**src/rtl/wallace_mac_acc.sv**
```systemverilog
// wallace_mac_acc
// ---------------
// Accumulates a programmed number of 16-bit unsigned products from the
// Wallace-tree multiplier. It presents the final sum on an output handshake.
//
// Optional build macro: WALLACE_MAC_SAT_EN
//   defined   : on carry-out the accumulator saturates to all-ones and stays
//               there for the rest of the run. ovf still sets.
//   undefined : the accumulator wraps modulo 2^ACC_W. ovf sets on any
//               carry-out.
//
// Ports
//   clk        : clock, rising edge
//   rst_n      : synchronous active-low reset
//   start      : begin a new accumulation (honoured only in IDLE)
//   len        : number of products to sum, sampled when start is accepted
//   abort      : cancel the current accumulation (ACCUM or DONE)
//   prod_in    : 16-bit unsigned product
//   prod_valid : prod_in is valid
//   prod_ready : block accepts prod_in (high only in ACCUM)
//   acc_out    : accumulator value, meaningful while acc_valid = 1
//   acc_valid  : final sum available (high only in DONE)
//   acc_ready  : consumer accepts acc_out
//   busy       : high in ACCUM and DONE
//   ovf        : sticky overflow flag for the current accumulation
//   dbg_state  : current FSM state (0 = IDLE, 1 = ACCUM, 2 = DONE)
//
// Handshake semantics:
//   - A transfer happens on a rising edge where both valid and ready are 1.
//   - A valid side keeps its data stable until the transfer.
//   - Ready and valid outputs are decoded from the registered state only.
//     Neither depends combinationally on the partner's signal.
module wallace_mac_acc #(
    parameter int ACC_W = 24,
    parameter int CNT_W = 8
) (
    input  logic             clk,
    input  logic             rst_n,
    input  logic             start,
    input  logic [CNT_W-1:0] len,
    input  logic             abort,
    input  logic [15:0]      prod_in,
    input  logic             prod_valid,
    output logic             prod_ready,
    output logic [ACC_W-1:0] acc_out,
    output logic             acc_valid,
    input  logic             acc_ready,
    output logic             busy,
    output logic             ovf,
    output logic [1:0]       dbg_state
);

    localparam int SUM_W = ACC_W + 1;

    typedef enum logic [1:0] {
        S_IDLE  = 2'd0,
        S_ACCUM = 2'd1,
        S_DONE  = 2'd2
    } state_t;

    state_t             state, state_nxt;
    logic [ACC_W-1:0]   acc, acc_nxt;
    logic [CNT_W-1:0]   cnt, cnt_nxt;
    logic [CNT_W-1:0]   len_q, len_nxt;
    logic               ovf_q, ovf_nxt;

    logic [SUM_W-1:0]   sum;
    logic [ACC_W-1:0]   acc_add;
    logic               last;

    // The sum is one bit wider than the accumulator so that the carry-out is
    // observable.
    assign sum  = {1'b0, acc} + SUM_W'(prod_in);
    assign last = (cnt == (len_q - CNT_W'(1)));

`ifdef WALLACE_MAC_SAT_EN
    // Once ovf is set, the accumulator is pinned at all-ones for the rest of
    // the run, including for zero-valued products.
    assign acc_add = (sum[ACC_W] || ovf_q) ? {ACC_W{1'b1}} : sum[ACC_W-1:0];
`else
    assign acc_add = sum[ACC_W-1:0];
`endif

    always_comb begin
        state_nxt = state;
        acc_nxt   = acc;
        cnt_nxt   = cnt;
        len_nxt   = len_q;
        ovf_nxt   = ovf_q;
        case (state)
            S_IDLE: begin
                // abort has no effect here, so start wins when both are high.
                if (start) begin
                    len_nxt   = len;
                    acc_nxt   = '0;
                    cnt_nxt   = '0;
                    ovf_nxt   = 1'b0;
                    state_nxt = (len != '0) ? S_ACCUM : S_DONE;
                end
            end
            S_ACCUM: begin
                if (abort) begin
                    acc_nxt   = '0;
                    cnt_nxt   = '0;
                    ovf_nxt   = 1'b0;
                    state_nxt = S_IDLE;
                end else if (prod_valid) begin
                    // prod_ready is 1 throughout ACCUM, so prod_valid alone
                    // marks a transfer.
                    acc_nxt = acc_add;
                    cnt_nxt = cnt + CNT_W'(1);
                    if (sum[ACC_W]) begin
                        ovf_nxt = 1'b1;
                    end
                    if (last) begin
                        state_nxt = S_DONE;
                    end
                end
            end
            S_DONE: begin
                if (abort) begin
                    acc_nxt   = '0;
                    cnt_nxt   = '0;
                    ovf_nxt   = 1'b0;
                    state_nxt = S_IDLE;
                end else if (acc_ready) begin
                    state_nxt = S_IDLE;
                end
            end
            default: begin
                state_nxt = S_IDLE;
            end
        endcase
    end

    always_ff @(posedge clk) begin
        if (!rst_n) begin
            state <= S_IDLE;
            acc   <= '0;
            cnt   <= '0;
            len_q <= '0;
            ovf_q <= 1'b0;
        end else begin
            state <= state_nxt;
            acc   <= acc_nxt;
            cnt   <= cnt_nxt;
            len_q <= len_nxt;
            ovf_q <= ovf_nxt;
        end
    end

    assign prod_ready = (state == S_ACCUM);
    assign acc_valid  = (state == S_DONE);
    assign busy       = (state != S_IDLE);
    assign acc_out    = acc;
    assign ovf        = ovf_q;
    assign dbg_state  = state;

endmodule

```
**config.mk**
```make
export PLATFORM = sky130hd
export DESIGN_NAME = wallace_mac_acc
export DESIGN_NICKNAME = d
export VERILOG_FILES = /design/src/rtl/wallace_mac_acc.sv
export SDC_FILE = /design/constraint.sdc
export NUM_CORES = 1
export LEC_CHECK = 0
export CORE_ASPECT_RATIO = 0.7
export CORE_UTILIZATION = 55
export DETAILED_ROUTE_END_ITERATION = 12
export PLACE_DENSITY = 0.85
export SYNTH_ARGS = -nofsm -noshare
export SYNTH_HDL_FRONTEND = slang
export SYNTH_SLANG_ARGS = --single-unit
```
**constraint.sdc**
```tcl
create_clock -name clk -period 4.1 [get_ports clk]
set_clock_uncertainty 0.1 [all_clocks]
set_input_delay 0.615 -clock clk [delete_from_list [all_inputs] [get_ports clk]]
set_output_delay 0.615 -clock clk [all_outputs]
set_load 0.02 [all_outputs]
```
* After elaboration in Yosys (flattened, before gate mapping)
Index checks and enable logic that the tools add are counted.
** Storage, ports and cells
- Flip-flop bits (word level) :: 43
- Bits in latches :: 0
- RAM bits :: 0
- ROM bits :: 0
- Memories :: 0
** Cells by class
- $add $sub $neg :: 3
- Multipliers :: 0
- Div/mod/pow operators :: 0
- Magnitude comparators :: 0
- Equality and inequality tests :: 9
- Shifts and indexed selects :: 0
- Mux-type cells :: 24
- Bitwise gates (word level) :: 0
- Reductions and logical operators :: 8
** Operators by type and width (count)
- $mux W24 :: 4
- $pmux W24 S3 :: 1
- $mux W8 :: 4
- $add A24 B16 Y25 :: 1
- $pmux W8 S3 :: 1
- $mux W2 :: 7
- $ne A3 B2 Y1 const B :: 3
- $add A8 B1 Y8 const B :: 1
- $eq A8 B8 Y1 :: 1
- $reduce_and A4 Y1 :: 2
- $reduce_bool A8 Y1 :: 1
- $sub A8 B1 Y8 const B :: 1
- $pmux W2 S3 :: 1
- $mux W1 :: 5
- $reduce_and A5 Y1 :: 1
- $ne A2 B2 Y1 const B :: 2
- $ne A3 B3 Y1 const B :: 1
- $pmux W1 S3 :: 1
- $reduce_bool A3 Y1 :: 1
- $eq A2 B1 Y1 const B :: 1
- $eq A2 B2 Y1 const B :: 1
- $logic_not A2 Y1 :: 1
- $reduce_and A2 Y1 :: 1
- $reduce_bool A2 Y1 :: 1

* Logic depth before layout (Yosys ltp)
Gate-level depths: netlist of the first run.
- Depth in word-level cells :: 6
- Mapped depth :: 8

* Least setup slack after synthesis of the first run
OpenSTA, ideal clock, no wires.
- Path type :: in2reg
- Start point :: input port prod_in[0]
- End point :: register acc[8], in the netlist acc_out[8]
- Setup time :: 117 ps
- Data arrival time :: 2345 ps
- Slack :: 1538 ps
- Cell stages on the path :: 8
- Buffers on the path :: 0
- Path through :: ha_1 -> fa_1 -> a211oi_1 -> o21bai_1 -> a31o_2 -> a21o_1 -> xor2_1 -> a22o_1
** Between the ends
- Cells in the longest elaborated chain, start to end :: 4
** RTL lines
- from (decl) :: line 42 : input logic [15:0] prod_in,
- $add A24 B16 Y25 :: line 73 : assign sum = {1'b0, acc} + SUM_W'(prod_in);
- $mux W24 :: line 107 : end else if (prod_valid) begin
- $mux W24 :: line 102 : if (abort) begin
- $pmux W24 S3 :: line 90 : case (state)
- to (signal assigned) :: line 145 : acc <= acc_nxt;
- to (decl) :: line 62 : logic [ACC_W-1:0] acc, acc_nxt;
Every way passes these cells. The select of a mux whose other input is x is not followed.
A chain may end at the register's enable or synchronous reset.

* Worst setup path in the final report of the first run
- Start point :: input port prod_in[0]
- End point :: register acc[22], in the netlist acc_out[22]
Same word-level chain as after synthesis.

==> results.md, run 1 <==
* Fin. Hold Viols at 0
* Clk_lat worst skew at about 0.31 ns
* Final antenna-violating net count at 0
* Synthesized netlist cell count at 340
* N_diodes at 0
* CP delay by family, top: compound AO/OA/AOI/OAI gates
* Crit path buf inv count at 1
* Gpl congestion at 0.8581
* Ys async rst share at 0%
* Largest net degree at the start of global routing at 28
* IO Port Bufs at 59
* Clock Tree Root: clkbuf_8
* Area Overhead vs Synth at 25.65%
* CTS H-Tree Depth at 2
* Dpl cells at 457
* Via Count at 2820
* Outcome: completed
* Max-Cap Viols at 0
* Vias/cell at 6.065
* Post-route setup TNS at 0 ns
* Synth unique cells at 62
* Peak Freq at about 0.34 GHz
* RSZ-0062 raised after global routing: no
* HPWL after DPL at ~5.7 mm
* CTS tree: built
* Critical path capture point type: flip-flop
* Filler cell count at 350
* Initial Util at 58.40%
* CP startpoint kind: input pin
* Final core occ at around 73%
* Pwr Density at 376.8 nW/µm²
* Max Buffers Root-to-Sink at 2
* Yosys Warn Count at 0
* Crit-path cells: clkdlybuf4s50_1, ha_1, fa_1, a211oi_1, o21bai_1, a31o_2, a21oi_2, or3_1, a21oi_1
* Syn avg cell area at between 8 and 9 µm²
* Final Non-Filler Cells at around 470
* Nets at around 440
* Postcts setup bufs at 0
* Post-Syn Area at around 2800 µm²
* Period minus WS final at 2.912 ns
* Required @ worst endpoint at 4.16 ns
* Placeable Area at between 4000 and 5000 µm²
* Seq/Total Area, Yosys at a little under a third
* Vias in the first global route at ~2700
* CTS sink cnt at between 40 and 50
* Crit path kind: in -> reg
* Io pins at 60
* Clock transition at path regs at approximately 0.090 ns
* Leak pwr at 1.396 nW
* Rel. slew slack at 44.91%
* Count of final setup violators at 0
* Number of synthesized flops with an enable pin at 0
* Pin slew with the least headroom to its limit at between 0.8 and 0.9 ns
* Min setup slack post-route at 1.188 ns
* Die Ht at between 60 and 70 µm
* Routed WL per cell at about 16 µm
* Post-Place Worst Slack at 0.9084 ns
* Final worst-path cycle share at between 70% and 80%
* DIE WIDTH at roughly 88 µm
* Die area at about 5500 µm²
* DRT iter0 DRCs at around 250
* Syn Nets at 389
* GR Overflow Total at 0
* Prevailing post-synth register cell: dfxtp_1
* CTS buffer count at 5
* Post-cts sizing count at 0
* DRT Wirelength at between 7 and 8 mm
* GR Util All Layers at between 20 and 30%
* Row Count at 21
* Hold buffers post-CTS at 0
* Worst vdd ir at 0.0002882 V
* Worst EP arrival at between 2 and 3 ns
* Antenna violations before repair at 0
* Worst hold path type: reg -> reg
* Critical path peak fanout at 9
* Crit-path slowest cell: fa_1
* Register bit total from synthesis at between 40 and 50
* Layout cell share with drive strength beyond 1 at 5.051%
* DRC at 0
* DRT Pass-1 Iters at 5
* First-pass GRT wire length at between 10 and 15 mm
* CP peak stage delay at around 0.43 ns
* Slew Viols, Final at 0
[final timing paths]
kind | slack (ns) | cells after the start | end | startpoint
worst max-delay path | 1.19 | 9 | acc_out[22]$_SDFFE_PN0P_ | prod_in[0]
worst min-delay path | 0.38 | 1 | cnt[7]$_SDFFE_PN0P_ | cnt[7]$_SDFFE_PN0P_
worst max register to register | 1.57 | 8 | acc_out[22]$_SDFFE_PN0P_ | acc_out[0]$_SDFFE_PN0P_
worst min register to register | 0.38 | 1 | cnt[7]$_SDFFE_PN0P_ | cnt[7]$_SDFFE_PN0P_
[registers in the layout, indices dropped and copies added, names as in the netlist]
| name | flops |
|---|---|
| acc_out | 24 |
| cnt | 8 |
| len_q | 8 |
| dbg_state | 2 |
| ovf | 1 |
[stage by stage]
step | area (µm²) | hold slack (ns) | total power [mW]
2_1_floorplan | 2839 | 0.3430 | 0.8794
3_3_place_gp | 3473 | 0.3530 | 1.033
3_5_place_dp | 3473 | 0.3643 | 1.052
4_1_cts | 3567 | 0.3775 | 1.336
5_1_grt | 3567 | 0.4022 | 1.419
6_report | 3567 | 0.3771 | 1.344
[power breakdown]
group          internal [mW]  switching [mW]  leakage, nW
Sequential             0.450          0.0489        0.348
Combinational          0.241           0.316         1.00
Clock                  0.122           0.166       0.0443
[final cells by class]
cell class	instances	area, µm²	area share [%]
multi-input cells	277	1898	53.21
flip-flops and latches	43	860.8	24.13
well taps	69	86.33	2.420
repair buffers	60	598.1	16.77
clock buffers	5	68.82	1.929
clock inverters	3	25.02	0.7015
inverters	8	30.03	0.8418
[cell usage after synthesis, drive strengths merged, types with 3 or more instances]
| master | instances | share of area [%] |
|---|---|---|
| xnor2 | 16 | 4.9 |
| nand2 | 27 | 3.7 |
| and3 | 6 | 1.3 |
| a21oi | 23 | 4.2 |
| and2 | 4 | 0.88 |
| ha | 18 | 7.9 |
| mux2i | 8 | 2.8 |
| a21o | 7 | 1.9 |
| clkbuf | 7 | 0.93 |
| a21boi | 3 | 0.79 |
| nor2 | 26 | 3.7 |
| inv | 8 | 1.1 |
| xor2 | 8 | 2.5 |
| nor2b | 18 | 4.0 |
| a211oi | 4 | 1.5 |
| buf | 5 | 0.84 |
| dfxtp | 43 | 30 |
| nand3 | 16 | 2.8 |
| a41o | 3 | 1.1 |
| a31oi | 7 | 1.5 |
| nor4 | 3 | 0.66 |
| a22oi | 6 | 1.6 |
| o21ai | 18 | 3.2 |
| or3 | 5 | 1.1 |
| nand4 | 8 | 1.8 |
| nor3 | 6 | 1.2 |
| o21a | 3 | 0.79 |
[per-layer routing]
layer | up-vias | wire, µm | track usage (%)
met5 | - | 0 | 0
met4 | 0 | 66 | 9.221
met3 | 9 | 527 | 4.787
met2 | 123 | 3215 | 40.79
met1 | 1314 | 3758 | 45.66
li1 | 1374 | - | -
[placed cells by master (no fill, tap or decap), types with 6 or more instances in the layout]
cell and count:
nor2_1 25, nand3_1 16, nand2_1 26, dfxtp_1 43, a21oi_1 22, and3_1 6
inv_1 8, nand4_1 8, xnor2_1 16, nor2b_1 18, a22oi_1 6, a21o_1 7
clkdlybuf4s50_1 59, mux2i_1 8, xor2_1 8, ha_1 18, o21ai_0 17, a31oi_1 7
[kinds of logic after synthesis]
kind of cell	Yosys count	share of synthesized area (%)
simple gates	128	23.71
buf+inv	20	2.821
compound gates	98	24.28
xor+xnor	24	7.404
mux	8	2.821
flops	43	30.32
fa+ha+maj	19	8.638
No activity file was read; power rests on OpenSTA's default activity.
==> run 2: changes to the inputs <==
- CORE_UTILIZATION: 55 -> 46
- PLACE_DENSITY: 0.85 -> 0.76
- clock period: 4.1 -> 2.45 ns (I/O delays scaled with it)
==> run 2 against run 1 <==
Against the previous run: flip-flop and latch count stayed put; power is 80% higher; via count is 4.2% higher; largest power group unchanged.
==> results.md, run 2 (same netlist as run 1, synthesis figures left out) <==
* Crit Reg-Reg Startpoint: acc_out[0]$_SDFFE_PN0P_
* Count of final setup violators at 0 (unchanged)
* Worst hold path type: reg -> reg
* First-pass GRT wire length at 12.54 mm (-1.1%)
* IO Port Bufs at 59 (unchanged)
* Row Count at 23 (+9.5%)
* Reg2Reg Setup Slack at 0.12 ns (-1.45 ns)
* Clock power share at 20.8% (-0.6 points)
* N_diodes at 0 (unchanged)
* Placeable Area at 5842 µm² (+20%)
* RSZ-0062 raised after global routing: no
* CP startpoint kind: input pin
* Gpl congestion at 0.8516 (-0.76%)
* Peak Freq at between 0.4 and 0.5 GHz
* Max-Cap Viols at 0 (unchanged)
* Pin slew with the least headroom to its limit at 0.4766 ns (-0.3442 ns)
* CTS buffer count at 5 (unchanged)
* Total chip power at 2.424 mW (+80%)
* Most frequent cells in the layout: 58 x clkdlybuf4s50_1, 44 x buf_4, 43 x dfxtp_1
* Vias/cell at 5.705 (-5.9%)
* CTS H-Tree Depth at 2 (unchanged)
* Crit path from: prod_in[3]
* Required @ worst endpoint at 2.57 ns (-1.59 ns)
* Final worst-path cycle share at between 90% and 100%
* Worst setup endpoint: acc_out[22]$_SDFFE_PN0P_
* Seq pwr share at 34.4% (-2.7 points)
* Largest net degree at the start of global routing at 19 (-32%)
* Layout cell share with drive strength beyond 1 at 16.59% (+12 points)
* Final antenna-violating net count at 0 (unchanged)
* Post-Place Worst Slack at -0.4174 ns (-1.326 ns)
* Fin. Hold Viols at 0 (unchanged)
* Max Buffers Root-to-Sink at 2 (unchanged)
* CTS sink cnt at 43 (unchanged)
* Clock transition at path regs at 0.08 ns (about the same)
* Period minus WS final at approximately 2.4 ns
* HPWL after DPL at 6.252 mm (+11%)
* Area Overhead vs Synth at 39.89%
* Critical path peak fanout at 5 (-4)
* Worst EP arrival at 2.49 ns (-0.49 ns)
* Clk_lat worst skew at 0.29 ns (-0.02 ns)
* FF-to-FF End: acc_out[14]$_SDFFE_PN0P_
* DRT iter0 DRCs at 258 (+5.3%)
* DIE WIDTH at 95.90 µm (+9.1%)
* Die area at 6495 µm² (+19%)
* Worst vdd ir at 0.0005339 V (+85%)
* Reg2Reg Depth at 8 (unchanged)
* Nets at 488 (+9.9%)
* Clock Tree Root: clkbuf_8
* Vias in the first global route at 2558 (-5.0%)
* Sw Share at 36.85% (-2.7 points)
* GR Util All Layers at 25.28% (-4.1 points)
* NetSw at 893.1 µW (+68%)
* DRT Wirelength at 7.932 mm (+4.8%)
* Max reg flops at 24 (unchanged)
* Routed WL per cell at 15.40 µm (-5.4%)
* Leak pwr at 1.627 nW (+17%)
* Via Count at 2938 (+4.2%)
* Min setup slack post-route at 0.07806 ns (-1.110 ns)
* Io pins at 60 (unchanged)
* Pwr Density at 610.3 nW/µm² (+62%)
* CTS tree: built
* GR Overflow Total at 0 (unchanged)
* Die Ht at 67.73 µm (+9.0%)
* Hold buffers post-CTS at 0 (unchanged)
* Postcts setup bufs at 0 (unchanged)
* DRT Pass-1 Iters at 5 (unchanged)
* Antenna violations before repair at 0 (unchanged)
* Critical path capture point type: flip-flop
* DRC at 0 (unchanged)
* Combinational power share at 44.8% (+3.3 points)
* Slew Viols, Final at 0 (unchanged)
* Crit path kind: in -> reg
* Initial Util at 48.60% (-9.8 points)
* Cell Int Power at 1.530 mW (+88%)
* Commonest non-fill, non-tap cell in the layout: clkdlybuf4s50_1
* Rel. slew slack at 68.01% (+23 points)
* Outcome: completed
[run 2: cell types whose count changed in the layout (fill, tap and decap cells not counted), sizes merged]
cell / change
a21oi: +1
clkinv: -2
buf: +43
clkbuf: +2
dlymetal6s2s: +1
clkdlybuf4s50: -1
[run 2: worst min-delay path by stage]
stage	slack (ns)	to	startpoint	cells past startpoint
2_1_floorplan	0.34	cnt[7]$_SDFFE_PN0P_	cnt[7]$_SDFFE_PN0P_	1
3_3_place_gp	0.35	ovf$_SDFFE_PN0P_	ovf$_SDFFE_PN0P_	2
3_5_place_dp	0.37	cnt[7]$_SDFFE_PN0P_	cnt[7]$_SDFFE_PN0P_	1
4_1_cts	0.38	cnt[7]$_SDFFE_PN0P_	cnt[7]$_SDFFE_PN0P_	1
5_1_grt	0.41	cnt[7]$_SDFFE_PN0P_	cnt[7]$_SDFFE_PN0P_	1
6_report	0.38	cnt[7]$_SDFFE_PN0P_	cnt[7]$_SDFFE_PN0P_	1
[run 2: power groups by stage]
| stage | Sequential, mW | Combinational (mW) | Clock [mW] |
|---|---|---|---|
| final | 0.834 | 1.08 | 0.504 |
| after global routing | 0.842 | 1.18 | 0.551 |
| after CTS | 0.831 | 1.06 | 0.519 |
| after detailed placement | 0.847 | 1.05 | 0 |
| after global placement | 0.844 | 1.03 | 0 |
| after floorplan | 0.853 | 0.619 | 0 |
[run 2: final cells by class]
| type | instances | area (µm²) |
|---|---|---|
| Timing Repair Buffer | 103 | 923.4 |
| Clock buffer | 7 | 96.34 |
| Sequential cell | 43 | 860.8 |
| Clock inverter | 1 | 7.507 |
| Tap cell | 75 | 93.84 |
| Fill cell | 471 | 1871 |
| Multi-Input combinational cell | 278 | 1959 |
| Inverter | 8 | 30.03 |
[run 2: per-stage QoR]
stage / TNS (ns) / std cells / util [%] / cell area, µm² / hold WS [ns]
5_1_grt: 0 / 515 / 67.98 / 3971 / 0.4106
3_3_place_gp: -3.142 / 506 / 65.11 / 3804 / 0.3505
6_report: 0 / 515 / 67.98 / 3971 / 0.3796
4_1_cts: 0 / 514 / 67.23 / 3928 / 0.3801
3_5_place_dp: -4.179 / 506 / 65.11 / 3804 / 0.3654
2_1_floorplan: 0 / 340 / - / 2839 / 0.3430
[run 2: timing repair]
item                                    in CTS  in global routing
cloned                                       0                  1
pin swaps                                    0                  6
endpoints found under the setup margin       7                  6
gates resized for setup                      4                  7
[run 2: per-layer routing]
metal	vias to the layer above	share of wire [%]	global-route usage, %
li1	1460	-	-
met1	1370	52	39.45
met2	106	42	35.63
met3	2	6.1	4.617
met4	0	0.34	4.478
met5	-	0	0
[run 2: critical path, stage by stage]
cell             delay [ns]
clkdlybuf4s50_1        0.41
ha_1                   0.35
buf_4                  0.13
o21ai_0                0.08
o21bai_1               0.23
a31o_2                 0.29
a21oi_4                0.09
or3_1                  0.37
a21oi_1                0.17
==> run 3: changes to the inputs <==
- CORE_UTILIZATION: 46 -> 41
- DONT_BUFFER_PORTS: unset -> 1
- PLACE_DENSITY: 0.76 -> 0.57
==> run 3 against run 2 <==
Against the previous run: global-route usage shrank 5.1 points; register-to-register slack about the same; clock-buffer cell count fell by 1; non-clock buffer count down 72; hold slack got worse by 0.28 ns; sequential share of layout area is 4.6 points higher; highest routed layer unchanged; sequential power shrank 2%; power fell by 4.7%; largest power group unchanged; maximum frequency up 1.5%.
==> results.md, run 3 (same netlist as run 1, synthesis figures left out) <==
* Critical path capture point type: flip-flop
* Nets at 416 (-15%)
* Row Count at 24 (+4.3%)
* Clock transition at path regs at 0.08 ns (about the same)
* Pwr Density at 703.0 nW/µm² (+15%)
* Vias in the first global route at 2439 (-4.7%)
* Max Buffers Root-to-Sink at 2 (unchanged)
* Filler cell count at 642 (+36%)
* Worst vdd ir at 0.0003818 V (-28%)
* Io pins at 60 (unchanged)
* DRT Pass-1 Iters at 4 (-1)
* Combinational power share at 39.1% (-5.7 points)
* First-pass GRT wire length at 11.67 mm (-6.9%)
* Seq pwr share at 35.5% (+1.1 points)
* N_diodes at 0 (unchanged)
* Clock Tree Root: clkbuf_8
* Worst EP arrival at 2.43 ns (-0.06 ns)
* GR Util All Layers at 20.23% (-5.1 points)
* Via Count at 2632 (-10%)
* CTS sink cnt at 43 (unchanged)
* DRT iter0 DRCs at 106 (-59%)
* Routed WL per cell at 15.65 µm (+1.6%)
* Pin slew with the least headroom to its limit at 0.4836 ns (+0.006954 ns)
* Commonest non-fill, non-tap cell in the layout: dfxtp_1
* Fin. Hold Viols at 0 (unchanged)
* CP startpoint kind: flip-flop
* Leak pwr at 1.358 nW (-16%)
* CTS H-Tree Depth at 2 (unchanged)
* Worst hold path type: in -> reg
* Die Ht at 71.62 µm (+5.7%)
* Final antenna-violating net count at 0 (unchanged)
* RSZ-0062 raised after global routing: no
* Initial Util at 43.97% (-4.6 points)
* Gpl congestion at 0.8004 (-6.0%)
* Area Overhead vs Synth at 15.78%
* Peak Freq at 0.4277 GHz (+1.5%)
* GR Layer Usage met1 at 31.71% (-7.7 points)
* Slew Viols, Final at 0 (unchanged)
* Sw Share at 36.64% (-0.21 points)
* Routing usage on met3 at 5.268% (+0.65 points)
* Crit path kind: reg -> reg
* Dpl cells at 448 (-11%)
* DRC at 0 (unchanged)
* Most frequent cells in the layout: 42 x dfxtp_1, 31 x buf_4, 26 x nand2_1
* Die area at 7266 µm² (+12%)
* Required @ worst endpoint at 2.54 ns (-0.03 ns)
* Reg area at 862.1 µm² (+0.15%)
* IO Port Bufs at 0 (-100%)
* DRT Wirelength at 7.184 mm (-9.4%)
* Rel. slew slack at 67.76% (-0.25 points)
* DIE WIDTH at 101.5 µm (+5.8%)
* NetSw at 846.6 µW (-5.2%)
* Clk_lat worst skew at 0.29 ns (about the same)
* Final Non-Filler Cells at 459 (-11%)
* Multi-input gate area at 1931 µm² (-1.5%)
* Final worst-path cycle share at 95.42% (-1.4 points)
* Max-Cap Viols at 0 (unchanged)
* Critical path peak fanout at 4 (-1)
* Placeable Area at 6456 µm² (+11%)
* Outcome: completed
* Clock power share at 25.3% (+4.5 points)
* CTS buffer count at 5 (unchanged)
* Largest net degree at the start of global routing at 28 (+9)
* Period minus WS final at 2.338 ns (-0.03406 ns)
* Cell Int Power at 1.464 mW (-4.3%)
* CTS tree: built
* Worst hold stages at 1 (unchanged)
* Vias/cell at 5.734 (+0.51%)
* Layout cell share with drive strength beyond 1 at 14.95% (-1.6 points)
* GR Overflow Total at 0 (unchanged)
* Antenna violations before repair at 0 (unchanged)
* GR Layer Usage met2 at 26.68% (-8.9 points)
* Reg2Reg Depth at 8 (unchanged)
* Total chip power at 2.311 mW (-4.7%)
* Min setup slack post-route at 0.1121 ns (+0.03406 ns)
* Layer carrying the most global-route usage: met1
* Post-Place Worst Slack at 0.07220 ns (+0.4896 ns)
* Hold buffers post-CTS at 0 (unchanged)
* HPWL after DPL at 5.441 mm (-13%)
* Max reg flops at 24 (unchanged)
* Count of final setup violators at 0 (unchanged)
* Post-route setup TNS at 0 ns (unchanged)
## run 3: final timing paths
kind                            from                       to  slack [ns]
min reg2reg      cnt[7]$_SDFFE_PN0P_      cnt[7]$_SDFFE_PN0P_        0.39
max          acc_out[0]$_SDFFE_PN0P_  acc_out[8]$_SDFFE_PN0P_        0.11
max reg2reg  acc_out[0]$_SDFFE_PN0P_  acc_out[8]$_SDFFE_PN0P_        0.11
min                            rst_n    len_q[5]$_SDFFE_PN0P_        0.10
## run 3: area by class of cell
class	count	share of cell area, %
Multi-Input combinational cell	278	58.74
Sequential cell	43	26.23
Timing Repair Buffer	31	7.080
Tap cell	91	3.464
Clock buffer	6	2.512
Clock inverter	2	1.066
Inverter	8	0.9136
## run 3: critical path, cell delays in order, from the launching register on
cell and delay (ns):
dfxtp_1 0.33, ha_1 0.20, fa_1 0.42, a211oi_2 0.21
o21bai_1 0.12, a31o_2 0.32, a21o_1 0.20, xor2_1 0.14
a22o_1 0.20
## run 3: layer usage
metal  wire [µm]  share of wire (%)
met2        2672                 37
met3         493                6.9
met4          99                1.4
met5           0                  0
met1        3919                 55
## run 3: power by group through the flow
| stage | clock network (mW) | logic (mW) | registers [mW] |
|---|---|---|---|
| after floorplan | 0 | 0.619 | 0.853 |
| after global placement | 0 | 0.877 | 0.836 |
| after detailed placement | 0 | 0.887 | 0.836 |
| after CTS | 0.600 | 0.891 | 0.820 |
| after global routing | 0.623 | 0.998 | 0.831 |
| final | 0.586 | 0.904 | 0.821 |
## run 3: stage by stage
step | instance area, µm² | hold WS, ns | utilization [%]
5_1_grt | 3287 | 0.09468 | 50.91
3_3_place_gp | 3120 | 0.3635 | 48.33
4_1_cts | 3238 | 0.08936 | 50.16
3_5_place_dp | 3120 | 0.3658 | 48.33
6_report | 3287 | 0.1033 | 50.91
2_1_floorplan | 2839 | 0.3430 | -
## run 3: repair_timing
item	CTS	global route
setup buffers	0	2
endpoints found under the setup margin	0	10
gates resized for setup	0	5
